==> config.mk <==
export PLATFORM = sky130hd
export DESIGN_NAME = uart_tx_arbiter_flat
export DESIGN_NICKNAME = d
export VERILOG_FILES = /design/src/rtl/uart_ctrl_pkg.sv /design/src/rtl/uart_tx_arbiter_if.sv /design/src/rtl/rr_arbiter.sv /design/src/rtl/uart_tx_arbiter.sv /design/src/flat_wrapper.sv
export SDC_FILE = /design/constraint.sdc
export NUM_CORES = 1
export LEC_CHECK = 0
export ABC_AREA = 1
export BUFFER_PORTS_ARGS = -buffer_cell sky130_fd_sc_hd__buf_2
export CORE_UTILIZATION = 30
export CTS_CLUSTER_DIAMETER = 150
export DETAILED_ROUTE_END_ITERATION = 8
export PLACE_DENSITY = 0.52
export SETUP_SLACK_MARGIN = 0.15
export SLEW_MARGIN = 20
export SYNTH_ARGS = -nofsm -noshare
export SYNTH_HDL_FRONTEND = slang
export SYNTH_SLANG_ARGS = --single-unit
==> constraint.sdc <==
create_clock -name clk -period 2.15 [get_ports clk]
set_input_delay 0.1075 -clock clk [delete_from_list [all_inputs] [get_ports clk]]
set_output_delay 0.1075 -clock clk [all_outputs]
set_load 0.05 [all_outputs]
==> src/rtl/uart_ctrl_pkg.sv <==
// Shared types and helpers for the UART transmit-side controllers.
// Holds the controller state set and the bit-period arithmetic used for default timings.
package uart_ctrl_pkg;

  typedef enum logic [1:0] {
    IDLE = 2'd0,
    SEND = 2'd1,
    GAP  = 2'd2
  } uart_state_e;

  // System clock cycles per UART bit, truncated like the UART's own divider.
  function automatic int bit_period(input int clk_freq, input int baud);
    return clk_freq / baud;
  endfunction

  function automatic int max_int(input int a, input int b);
    return (a > b) ? a : b;
  endfunction

endpackage

==> src/rtl/uart_tx_arbiter_if.sv <==
// Requester-side byte handshake shared by all producers feeding the UART arbiter.
// Producers use the master modport, the arbiter uses the slave modport.
interface uart_tx_arbiter_if #(
  parameter int N_REQ = 4
);
  logic [N_REQ-1:0]   req_valid;
  logic [8*N_REQ-1:0] req_data;
  logic [N_REQ-1:0]   req_ready;

  modport master (
    output req_valid,
    output req_data,
    input  req_ready
  );

  modport slave (
    input  req_valid,
    input  req_data,
    output req_ready
  );
endinterface

==> src/rtl/rr_arbiter.sv <==
// Combinational rotate-priority encoder: picks the first valid index after ptr, wrapping.
// Kept standalone so the RX dispatcher can reuse it.
module rr_arbiter #(
  parameter int N_REQ = 4,
  parameter int IDW   = $clog2(N_REQ)
) (
  input  logic [N_REQ-1:0] valid,
  input  logic [IDW-1:0]   ptr,
  output logic [IDW-1:0]   grant,
  output logic             any_valid
);

  int idx;

  // Scanning from the farthest offset down lets the nearest valid index win last.
  always_comb begin
    grant     = '0;
    any_valid = |valid;
    idx       = 0;
    for (int k = N_REQ; k >= 1; k--) begin
      idx = int'(ptr) + k;
      if (idx >= N_REQ) begin
        idx = idx - N_REQ;
      end
      if (valid[idx]) begin
        grant = IDW'(idx);
      end
    end
  end

endmodule

==> src/rtl/uart_tx_arbiter.sv <==
// Round-robin front end that shares one UART transmitter among N_REQ byte producers.
// Holds newd for a whole frame, waits for donetx, then enforces a newd-low gap.
module uart_tx_arbiter
  import uart_ctrl_pkg::*;
#(
  parameter int N_REQ          = 4,
  parameter int CLK_FREQ       = 1000000,
  parameter int BAUD           = 9600,
  parameter int GAP_CYCLES     = bit_period(CLK_FREQ, BAUD),
  parameter int TIMEOUT_CYCLES = 12 * CLK_FREQ / BAUD
) (
  input  logic                     clk,
  input  logic                     rst,
  uart_tx_arbiter_if.slave         req,
  output logic [$clog2(N_REQ)-1:0] grant_id,
  output logic                     busy,
  output logic [7:0]               uart_dintx,
  output logic                     uart_newd,
  input  logic                     uart_donetx,
  output logic                     done_pulse,
  output logic                     timeout_err
);

  localparam int IDW  = $clog2(N_REQ);
  localparam int CNTW = $clog2(max_int(GAP_CYCLES, TIMEOUT_CYCLES) + 1);

  localparam logic [1:0] ST_IDLE = IDLE;
  localparam logic [1:0] ST_SEND = SEND;
  localparam logic [1:0] ST_GAP  = GAP;

  logic [1:0]       state;
  logic [IDW-1:0]   ptr;
  logic [IDW-1:0]   arb_grant;
  logic             arb_any;
  logic             done_prev;
  logic             done_edge;
  logic [CNTW-1:0]  cnt;
  logic [N_REQ-1:0] ready_q;

  rr_arbiter #(
    .N_REQ (N_REQ),
    .IDW   (IDW)
  ) u_rr_arbiter (
    .valid     (req.req_valid),
    .ptr       (ptr),
    .grant     (arb_grant),
    .any_valid (arb_any)
  );

  // donetx comes from the slow UART domain, so only a fresh rising edge ends a frame.
  assign done_edge     = uart_donetx & ~done_prev;
  assign busy          = (state != ST_IDLE);
  assign req.req_ready = ready_q;

  always_ff @(posedge clk) begin
    if (rst) begin
      state       <= ST_IDLE;
      ptr         <= IDW'(N_REQ - 1);
      done_prev   <= 1'b0;
      cnt         <= '0;
      ready_q     <= '0;
      grant_id    <= '0;
      uart_dintx  <= '0;
      uart_newd   <= 1'b0;
      done_pulse  <= 1'b0;
      timeout_err <= 1'b0;
    end else begin
      done_prev   <= uart_donetx;
      ready_q     <= '0;
      done_pulse  <= 1'b0;
      timeout_err <= 1'b0;
      case (state)
        ST_IDLE: begin
          if (arb_any) begin
            uart_dintx <= req.req_data[8*arb_grant +: 8];
            grant_id   <= arb_grant;
            ptr        <= arb_grant;
            ready_q    <= N_REQ'(1) << arb_grant;
            uart_newd  <= 1'b1;
            cnt        <= '0;
            state      <= ST_SEND;
          end
        end
        // A completion edge takes precedence over a timeout landing in the same cycle.
        ST_SEND: begin
          if (done_edge) begin
            done_pulse <= 1'b1;
            uart_newd  <= 1'b0;
            cnt        <= '0;
            state      <= ST_GAP;
          end else if (cnt == CNTW'(TIMEOUT_CYCLES - 1)) begin
            timeout_err <= 1'b1;
            uart_newd   <= 1'b0;
            cnt         <= '0;
            state       <= ST_GAP;
          end else begin
            cnt <= cnt + 1'b1;
          end
        end
        ST_GAP: begin
          if (cnt == CNTW'(GAP_CYCLES - 1)) begin
            cnt   <= '0;
            state <= ST_IDLE;
          end else begin
            cnt <= cnt + 1'b1;
          end
        end
        default: begin
          uart_newd <= 1'b0;
          cnt       <= '0;
          state     <= ST_IDLE;
        end
      endcase
    end
  end

endmodule
==> src/flat_wrapper.sv <==
// flat-port wrapper written by rule: the top's interface ports become plain ports
module uart_tx_arbiter_flat import uart_ctrl_pkg::*;
#(
  parameter int N_REQ          = 4,
  parameter int CLK_FREQ       = 1000000,
  parameter int BAUD           = 9600,
  parameter int GAP_CYCLES     = bit_period(CLK_FREQ, BAUD),
  parameter int TIMEOUT_CYCLES = 12 * CLK_FREQ / BAUD
)
  (clk, rst, grant_id, busy, uart_dintx, uart_newd, uart_donetx, done_pulse, timeout_err, req_req_valid, req_req_data, req_req_ready);
  uart_tx_arbiter_if #(.N_REQ(N_REQ)) req_i ();
  input  logic clk;
  input  logic rst;
  output logic [$clog2(N_REQ)-1:0] grant_id;
  output logic busy;
  output logic [7:0] uart_dintx;
  output logic uart_newd;
  input  logic uart_donetx;
  output logic done_pulse;
  output logic timeout_err;
  input wire logic [$bits(req_i.req_valid)-1:0] req_req_valid;
  input wire logic [$bits(req_i.req_data)-1:0] req_req_data;
  output wire logic [$bits(req_i.req_ready)-1:0] req_req_ready;
  assign req_i.req_valid = req_req_valid;
  assign req_i.req_data = req_req_data;
  assign req_req_ready = req_i.req_ready;
  uart_tx_arbiter #(.N_REQ(N_REQ), .CLK_FREQ(CLK_FREQ), .BAUD(BAUD), .GAP_CYCLES(GAP_CYCLES), .TIMEOUT_CYCLES(TIMEOUT_CYCLES)) u_core (.clk(clk), .rst(rst), .req(req_i), .grant_id(grant_id), .busy(busy), .uart_dintx(uart_dintx), .uart_newd(uart_newd), .uart_donetx(uart_donetx), .done_pulse(done_pulse), .timeout_err(timeout_err));
endmodule
==> results of run 1 <==
==> routing by layer <==
metal	GRT usage, %	up-vias
li1	-	1111
met1	20.20	932
met2	23.70	70
met3	4.228	8
met4	6.426	0
met5	0	-
==> kinds of logic after synthesis <==
family / count (synthesis)
flip-flops: 33
adder cells (fa/ha/maj): 5
AND/OR/NAND/NOR: 178
AO/OA/AOI/OAI: 22
XOR/XNOR: 3
buffers and inverters: 80
==> cell usage after synthesis <==
| library cell | count |
|---|---|
| sky130_fd_sc_hd__nand4_1 | 4 |
| sky130_fd_sc_hd__nand2_2 | 10 |
| sky130_fd_sc_hd__o21ai_0 | 5 |
| sky130_fd_sc_hd__xor2_1 | 3 |
| sky130_fd_sc_hd__nor3_1 | 7 |
| sky130_fd_sc_hd__dfxtp_1 | 33 |
| sky130_fd_sc_hd__nor4_1 | 1 |
| sky130_fd_sc_hd__buf_6 | 3 |
| sky130_fd_sc_hd__nand2_1 | 59 |
| sky130_fd_sc_hd__o21ai_2 | 1 |
| sky130_fd_sc_hd__inv_1 | 67 |
| sky130_fd_sc_hd__nor2_1 | 37 |
| sky130_fd_sc_hd__o21a_1 | 1 |
| sky130_fd_sc_hd__buf_4 | 2 |
| sky130_fd_sc_hd__or2_2 | 1 |
| sky130_fd_sc_hd__inv_2 | 2 |
| sky130_fd_sc_hd__nand3_1 | 55 |
| sky130_fd_sc_hd__buf_2 | 1 |
| sky130_fd_sc_hd__a21oi_1 | 9 |
| sky130_fd_sc_hd__o31ai_1 | 2 |
| sky130_fd_sc_hd__nand3_4 | 1 |
| sky130_fd_sc_hd__clkinv_1 | 1 |
| sky130_fd_sc_hd__inv_4 | 1 |
| sky130_fd_sc_hd__nand2_4 | 3 |
| sky130_fd_sc_hd__clkbuf_1 | 3 |
| sky130_fd_sc_hd__o21ai_1 | 1 |
| sky130_fd_sc_hd__ha_1 | 5 |
| sky130_fd_sc_hd__o211ai_1 | 2 |
| sky130_fd_sc_hd__o22ai_1 | 1 |
==> path summary, 6_finish.rpt <==
check,endpoint,slack (ns),cells after the start
max reg2reg,u_core.uart_dintx[4],0.33,13
min reg2reg,u_core.uart_newd,0.49,2
min,u_core.done_prev,0.04,3
max,u_core.uart_dintx[4],0.33,13
==> through the flow <==
| stage | area [um^2] | util [%] | cells |
|---|---|---|---|
| 3_3_place_gp | 2360 | 36.54 | 447 |
| 6_report | 2467 | 38.20 | 456 |
| 2_1_floorplan | 2033 | - | 321 |
| 5_1_grt | 2467 | 38.20 | 456 |
| 4_1_cts | 2446 | 37.87 | 455 |
| 3_5_place_dp | 2360 | 36.54 | 447 |
==> worst max-delay path, delay by kind of cell, from the launching register on <==
kind,cells,cell delay [ns]
AND/OR/NAND/NOR,10,1.06
buffers and inverters,3,0.24
flip-flops,1,0.44
==> power by group <==
part | switching [mW] | internal, mW
clock | 0.252 | 0.224
combinational | 1.63 | 0.659
sequential | 0.104 | 0.775
total | 1.98 | 1.66
==> state kept, by name (all words and copies together) (netlist names) <==
name                  flops
u_core.req.req_ready      4
u_core.state              2
u_core.cnt               11
u_core.done_pulse         1
u_core.timeout_err        1
u_core.ptr                2
u_core.uart_dintx         8
u_core.grant_id           2
u_core.done_prev          1
u_core.uart_newd          1
==> layout by cell type, fill, tap and decap left out, types with 2 or more instances in the layout <==
cell type / Yosys / layout
sky130_fd_sc_hd__clkinv_2: 0 / 2
sky130_fd_sc_hd__dfxtp_1: 33 / 32
sky130_fd_sc_hd__inv_2: 2 / 3
sky130_fd_sc_hd__a21oi_1: 9 / 9
sky130_fd_sc_hd__xor2_1: 3 / 3
sky130_fd_sc_hd__nand4_1: 4 / 4
sky130_fd_sc_hd__clkbuf_8: 0 / 5
sky130_fd_sc_hd__nand2_4: 3 / 3
sky130_fd_sc_hd__nor3_1: 7 / 7
sky130_fd_sc_hd__buf_4: 2 / 2
sky130_fd_sc_hd__nand2_2: 10 / 10
sky130_fd_sc_hd__nor2_1: 37 / 37
sky130_fd_sc_hd__o21ai_0: 5 / 5
sky130_fd_sc_hd__inv_1: 67 / 67
sky130_fd_sc_hd__buf_2: 1 / 56
sky130_fd_sc_hd__ha_1: 5 / 5
sky130_fd_sc_hd__nand3_1: 55 / 55
sky130_fd_sc_hd__o211ai_1: 2 / 2
sky130_fd_sc_hd__o31ai_1: 2 / 2
sky130_fd_sc_hd__nand2_1: 59 / 59
==> area by class of cell <==
class / count / area [um^2]
multi-input cells: 209 / 1059
clock buffers: 5 / 68.82
well taps: 77 / 96.34
fillers: 711 / 3991
inverters: 71 / 269.0
repair buffers: 58 / 295.3
clock inverters: 3 / 17.52
flip-flops and latches: 33 / 661.9
==> qor.tcl, run 1 <==
set qor(yosys_register_bits) 33
set qor(syn_inst) 321
set qor(cts_made_buffers) 5
set qor(hold-worst-slack_ns) 0.03725
set qor(power_density_mw_per_mm2) 1475
set qor(antenna_found_initial) 0
set qor(tritoncts) {done}
set qor(final-setup-viol-count) 0
set qor(drive_gt1_share_pct) 23.22
set qor(design.die.area_mm2) 0.007111
set qor(place.port_buffers) 56
set qor(max-cap-violations) 0
set qor(worst_slack_ns) 0.3322
set qor(postCtsSetupBuffers) 0
set qor(floorplan.initialDensity_pct) 31.48
set qor(power.static_leakage_nw) 1.392
set qor(via_per_inst) 4.651
set qor(global_route_total_usage_across_every_layer_pct) 15.37
set qor(first_pass_grt_wire_length_um) 8714
set qor(synth-adder-area-share_pct) 3.077
set qor(clock-root-buffer) {sky130_fd_sc_hd__clkbuf_8}
set qor(grt_max_degree) 21
set qor(min-delay-path-class) {in -> reg}
set qor(clk_lat_worst_skew_ns) 0.29
set qor(cts.sinks) 33
set qor(fmaxAchievable_mhz) 550.1
set qor(vias) 2121
set qor(synthMuxAreaShare_pct) 0
set qor(netlist_area_mm2) 0.002033
set qor(routability_congestion_estimate) 0.7961
set qor(worst-slew-pin-transition_ns) 0.4301
set qor(setup.worst_path.start_class) {flip-flop}
set qor(yosys.area.top_type) {sky130_fd_sc_hd__dfxtp_1}
set qor(critPathSlowestCell) {sky130_fd_sc_hd__dfxtp_1}
set qor(cp.required_ns) 2.34
set qor(met2_length_um) 2303
set qor(cts.clk_slew.worst_paths_ns) 0.07
set qor(hold_viol_final) 0
set qor(yosys.area.top_type_share_pct) 32.49
set qor(synth_seq_area_share_pct) 32.49
set qor(synth.area.top_cells) {sky130_fd_sc_hd__dfxtp_1 (32%), sky130_fd_sc_hd__nand3_1 (14%), sky130_fd_sc_hd__inv_1 (12%)}
set qor(num_antenna_cells) 0
set qor(failing_checks) {DRC}
set qor(flow.area_growth_from_synthesis_pct) 21.35
set qor(finalMaxSlewViolations) 0
set qor(postCtsResizedCells) 0
set qor(slew-limit-headroom_pct) 71.32
set qor(core_region_area_mm2) 0.006459
set qor(post_synth.cell_area_avg_um2) 6.334
set qor(yosys.cell_types.count) 29
set qor(crit_path_start) {u_core.ptr[1]}
set qor(path_max_fanout) 18
set qor(die_w_um) 84.33
set qor(die_h_um) 84.33
set qor(period_share_pct) 84.55
set qor(r2r_start) {u_core.ptr[1]}
set qor(outcome) {complete, but fails checks}
set qor(cp_slowest_stage_delay_ns) 0.44
set qor(timing.setup.critical_path_class) {reg -> reg}
set qor(timing.setup.tns_ns) 0
set qor(largest_family_of_logic_cells_by_synthesized_area) {simple AND/OR/NAND/NOR gates}
set qor(global_route.overflow_total) 0
set qor(critical_path.endpoint_type) {flip-flop}
set qor(period_needed_ns) 1.818
set qor(antenna_violating_nets_post_route) 0
set qor(setup_repair_after_global_routing_missed_its_margin) {false}
set qor(wl_met1_um) 2546
set qor(design_power_total_mw) 3.640
set qor(detail_routed_net_length_per_standard_cell_um) 11.53
set qor(h-tree-depth) 2
set qor(critical_path.cell_chain) {inv_1 > nand2_1 > nand2_2 > nand2_2 > nand2_1 > inv_2 > nand3_4 > nand2_8 > nand2_1 > nand3_1 > nand3_1 > nand2_1 > inv_1}
set qor(placementRows) 29
set qor(timing.critical_path.arrival_ns) 2.01
set qor(top_layer_used) {met4}
set qor(detailedRoute.firstPassIterationCount) 6
set qor(ir_drop_mv) 0.4983
set qor(clock_tree.buffer_depth) 2
set qor(dpl.hpwl_um) 3873
set qor(drc) 4
set qor(routed_wl_um) 5256
set qor(holdBufCountCts) 0
set qor(pin_count) 57
set qor(synth_xor_xnor_area_share_pct) 1.292
set qor(final.setup_skew_ns) 0.004810
set qor(timing.critical_path.mode_cell) {sky130_fd_sc_hd__nand2_1}
set qor(drtIter0Drc) 137
set qor(pre_cts_slack_ns) 0.2052
set qor(worst_hold_startpoint) {uart_donetx}
set qor(ys_warn_count) 0
set qor(synthesized_area_fraction_occupied_by_ao_oa_aoi_and_oai_cells_pct) 6.277
set qor(final_net_count) 422
set qor(syn_nets) 365
set qor(number_of_global_route_vias_before_repair) 1930
set qor(routed-wl-met3_um) 302
set qor(synthSimpleGateAreaFrac_pct) 40.43
(Power assumes the default switching activity.)
==> run 2, diff against run 1 <==
PLACE_DENSITY = 0.54   (was 0.52)
clock period = 1.6 ns   (was 2.15 ns; I/O delays follow)
==> run 2 against run 1 <==
- the flow finishes with violations (DRC, setup timing)
- non-clock buffer count grew 36
- sequential power grew 41%
- routed wire length grew 15%
- critical path depth shrank 1
- sequential share of layout area shrank 6.4 points
- first-iteration DRC count shrank 58%
- clock skew is essentially flat
- register-to-register slack lost 0.37 ns
- sequential cell count is the same
- clock power grew 74%
- global-route usage grew 0.70 points
- largest cell class unchanged
==> qor.tcl, run 2 (same netlist as run 1, synthesis figures left out) <==
set qor(fmaxAchievable_mhz) 611.0 ;# +11%
set qor(global_route_total_usage_across_every_layer_pct) 16.07 ;# +0.70 points
set qor(final-setup-viol-count) 6 ;# +6
set qor(drive_gt1_share_pct) 49.64 ;# +26 points
set qor(whs_endpoint) {u_core.done_prev}
set qor(final.setup_skew_ns) 0.004878 ;# +0.00006764 ns
set qor(worst-slew-pin-transition_ns) 0.5326 ;# +0.1025 ns
set qor(design_power_total_mw) 6.432 ;# +77%
set qor(hold_viol_final) 0 ;# unchanged
set qor(detail_routed_net_length_per_standard_cell_um) 12.29 ;# +6.6%
set qor(setup_repair_after_global_routing_missed_its_margin) {true}
set qor(antenna_found_initial) 0 ;# unchanged
set qor(timing.setup.tns_ns) -0.1142 ;# -0.1142 ns
set qor(finalMaxSlewViolations) 0 ;# unchanged
set qor(largest_reg_flops) 11 ;# unchanged
set qor(h-tree-depth) 2 ;# unchanged
set qor(global_route.overflow_total) 0 ;# unchanged
set qor(drc) 1 ;# -3
set qor(tritoncts) {done}
set qor(max-cap-violations) 0 ;# unchanged
set qor(finish.cell_count_without_fillers) 494 ;# +8.3%
set qor(period_share_pct) 102.3 ;# +18 points
set qor(setup.worst_path.start_class) {flip-flop}
set qor(drtIter0Drc) 58 ;# -58%
set qor(slew-limit-headroom_pct) 64.45 ;# -6.9 points
set qor(vias) 2295 ;# +8.2%
set qor(core_region_area_mm2) 0.006459 ;# unchanged
set qor(r2r-end) {u_core.uart_dintx[2]}
set qor(num_antenna_cells) 0 ;# unchanged
set qor(r2r_start) {u_core.ptr[0]}
set qor(outcome) {complete, but fails checks}
set qor(period_needed_ns) 1.637 ;# -0.1811 ns
set qor(final_net_count) 460 ;# +9.0%
set qor(critical_path.endpoint_type) {flip-flop}
set qor(r2r_slack_ns) -0.04 ;# -0.37 ns
set qor(routed_wl_um) 6069 ;# +15%
set qor(number_of_global_route_vias_before_repair) 2064 ;# +6.9%
set qor(detailedRoute.firstPassIterationCount) 7 ;# +1
set qor(grt_max_degree) 20 ;# -4.8%
set qor(die_w_um) 84.33 ;# unchanged
set qor(floorplan.initialDensity_pct) 31.48 ;# unchanged
set qor(via_per_inst) 4.646 ;# -0.12%
set qor(first_pass_grt_wire_length_um) 9190 ;# +5.5%
set qor(die_h_um) 84.33 ;# unchanged
set qor(routability_congestion_estimate) 0.8124 ;# +2.0%
set qor(power_density_mw_per_mm2) 1913 ;# +30%
set qor(hold-path-cell-count) 3 ;# unchanged
set qor(cts.clk_slew.worst_paths_ns) 0.07 ;# about the same
set qor(cts_made_buffers) 5 ;# unchanged
set qor(pin_count) 57 ;# unchanged
set qor(most-common-layout-cells) {sky130_fd_sc_hd__inv_1 (57), sky130_fd_sc_hd__buf_2 (56), sky130_fd_sc_hd__nand2_1 (43)}
set qor(worst_hold_startpoint) {uart_donetx}
set qor(hold-worst-slack_ns) 0.01347 ;# -0.02378 ns
set qor(clock_tree.buffer_depth) 2 ;# unchanged
set qor(design.die.area_mm2) 0.007111 ;# unchanged
set qor(path_max_fanout) 8 ;# -10
set qor(clk_lat_worst_skew_ns) 0.28 ;# about the same
set qor(placementRows) 29 ;# unchanged
set qor(dpl.hpwl_um) 3929 ;# +1.4%
set qor(pre_cts_slack_ns) -0.1338 ;# -0.3390 ns
set qor(registers.top_by_ff_count) {u_core.cnt}
set qor(min-delay-path-class) {in -> reg}
set qor(cts.sinks) 33 ;# unchanged
set qor(place.port_buffers) 56 ;# unchanged
set qor(reg2reg_depth) 12 ;# -1
set qor(ir_drop_mv) 1.016 ;# +100%
set qor(timing.setup.critical_path_class) {reg -> reg}
set qor(failing_checks) {DRC, setup timing}
set qor(timing.critical_path.arrival_ns) 1.82 ;# -0.19 ns
set qor(worst_slack_ns) -0.03666 ;# -0.3689 ns
set qor(antenna_violating_nets_post_route) 0 ;# unchanged
set qor(flow.area_growth_from_synthesis_pct) 65.35
set qor(power.static_leakage_nw) 1.732 ;# +24%
set qor(clock-root-buffer) {sky130_fd_sc_hd__clkbuf_8}
set qor(place.detailed.instances) 461 ;# +3.1%
set qor(final_common_cell) {sky130_fd_sc_hd__inv_1}
set qor(cp.required_ns) 1.79 ;# -0.55 ns
## run 2: changes by cell type in the layout (fill, tap and decap cells not counted), moves of 9 or more
cell                      previous run  this run
sky130_fd_sc_hd__buf_4               2        27
sky130_fd_sc_hd__nand3_1            55        35
sky130_fd_sc_hd__nand3_2             0        19
sky130_fd_sc_hd__nand2_1            59        43
sky130_fd_sc_hd__inv_1              67        57
sky130_fd_sc_hd__dfxtp_1            32        23
## run 2: layout make-up
type	instances	area (um^2)
clock buffers	6	82.58
clock inverters	2	37.54
fillers	638	3097
inverters	71	292.8
multi-input cells	210	1483
flip-flops and latches	33	685.7
well taps	77	96.34
repair buffers	94	678.2
repair inverters	1	6.256
## run 2: stage by stage
step,utilization [%],instance area [um^2]
after floorplan,-,2150
after global placement,40.24,2599
after detailed placement,40.24,2599
after CTS,44.60,2880
after global routing,52.05,3362
final,52.05,3362
## run 2: report_power, final
| part | total [mW] | internal [mW] | leakage [nW] | switching [mW] |
|---|---|---|---|---|
| registers | 1.24 | 1.07 | 0.275 | 0.171 |
| clock network | 0.826 | 0.506 | 0.0574 | 0.319 |
| logic | 4.37 | 1.68 | 1.40 | 2.69 |
## run 2: timing repair
item                       in CTS  in global routing
buffers inserted               10                 10
pin swaps                      10                 28
setup endpoints to repair      29                 29
resized for setup              27                 79
hold buffers                    0                  0
gates cloned                    2                  3
## run 2: how the worst max path moves through the flow
stage,from,end,slack (ns),cells after the start
4_1_cts,u_core.ptr[0],u_core.uart_dintx[2],-0.02,14
3_5_place_dp,u_core.ptr[1],u_core.ptr[1],-0.13,10
6_report,u_core.ptr[0],u_core.uart_dintx[2],-0.04,12
2_1_floorplan,u_core.state[0],u_core.cnt[10],-0.009,11
3_3_place_gp,u_core.ptr[1],u_core.uart_dintx[5],-0.06,11
5_1_grt,u_core.ptr[0],u_core.uart_dintx[6],-0.13,13
## run 2: layer usage
layer	routed length [um]	up-vias	GRT usage, %
met4	86	0	5.486
li1	-	1190	-
met5	0	-	0
met1	2788	1042	21.14
met2	2948	53	25.93
met3	247	10	3.638
## run 2: critical path: stages, from the launching register on
cell	delay [ns]
sky130_fd_sc_hd__dfxtp_4	0.42
sky130_fd_sc_hd__nand2_1	0.11
sky130_fd_sc_hd__nand2_4	0.09
sky130_fd_sc_hd__nand2_2	0.06
sky130_fd_sc_hd__nand2_2	0.08
sky130_fd_sc_hd__nand2_4	0.07
sky130_fd_sc_hd__nand3_4	0.17
sky130_fd_sc_hd__clkbuf_16	0.18
sky130_fd_sc_hd__nand3_1	0.08
sky130_fd_sc_hd__nand3_1	0.08
sky130_fd_sc_hd__nand3_2	0.08
sky130_fd_sc_hd__nand2_1	0.07
sky130_fd_sc_hd__inv_1	0.04
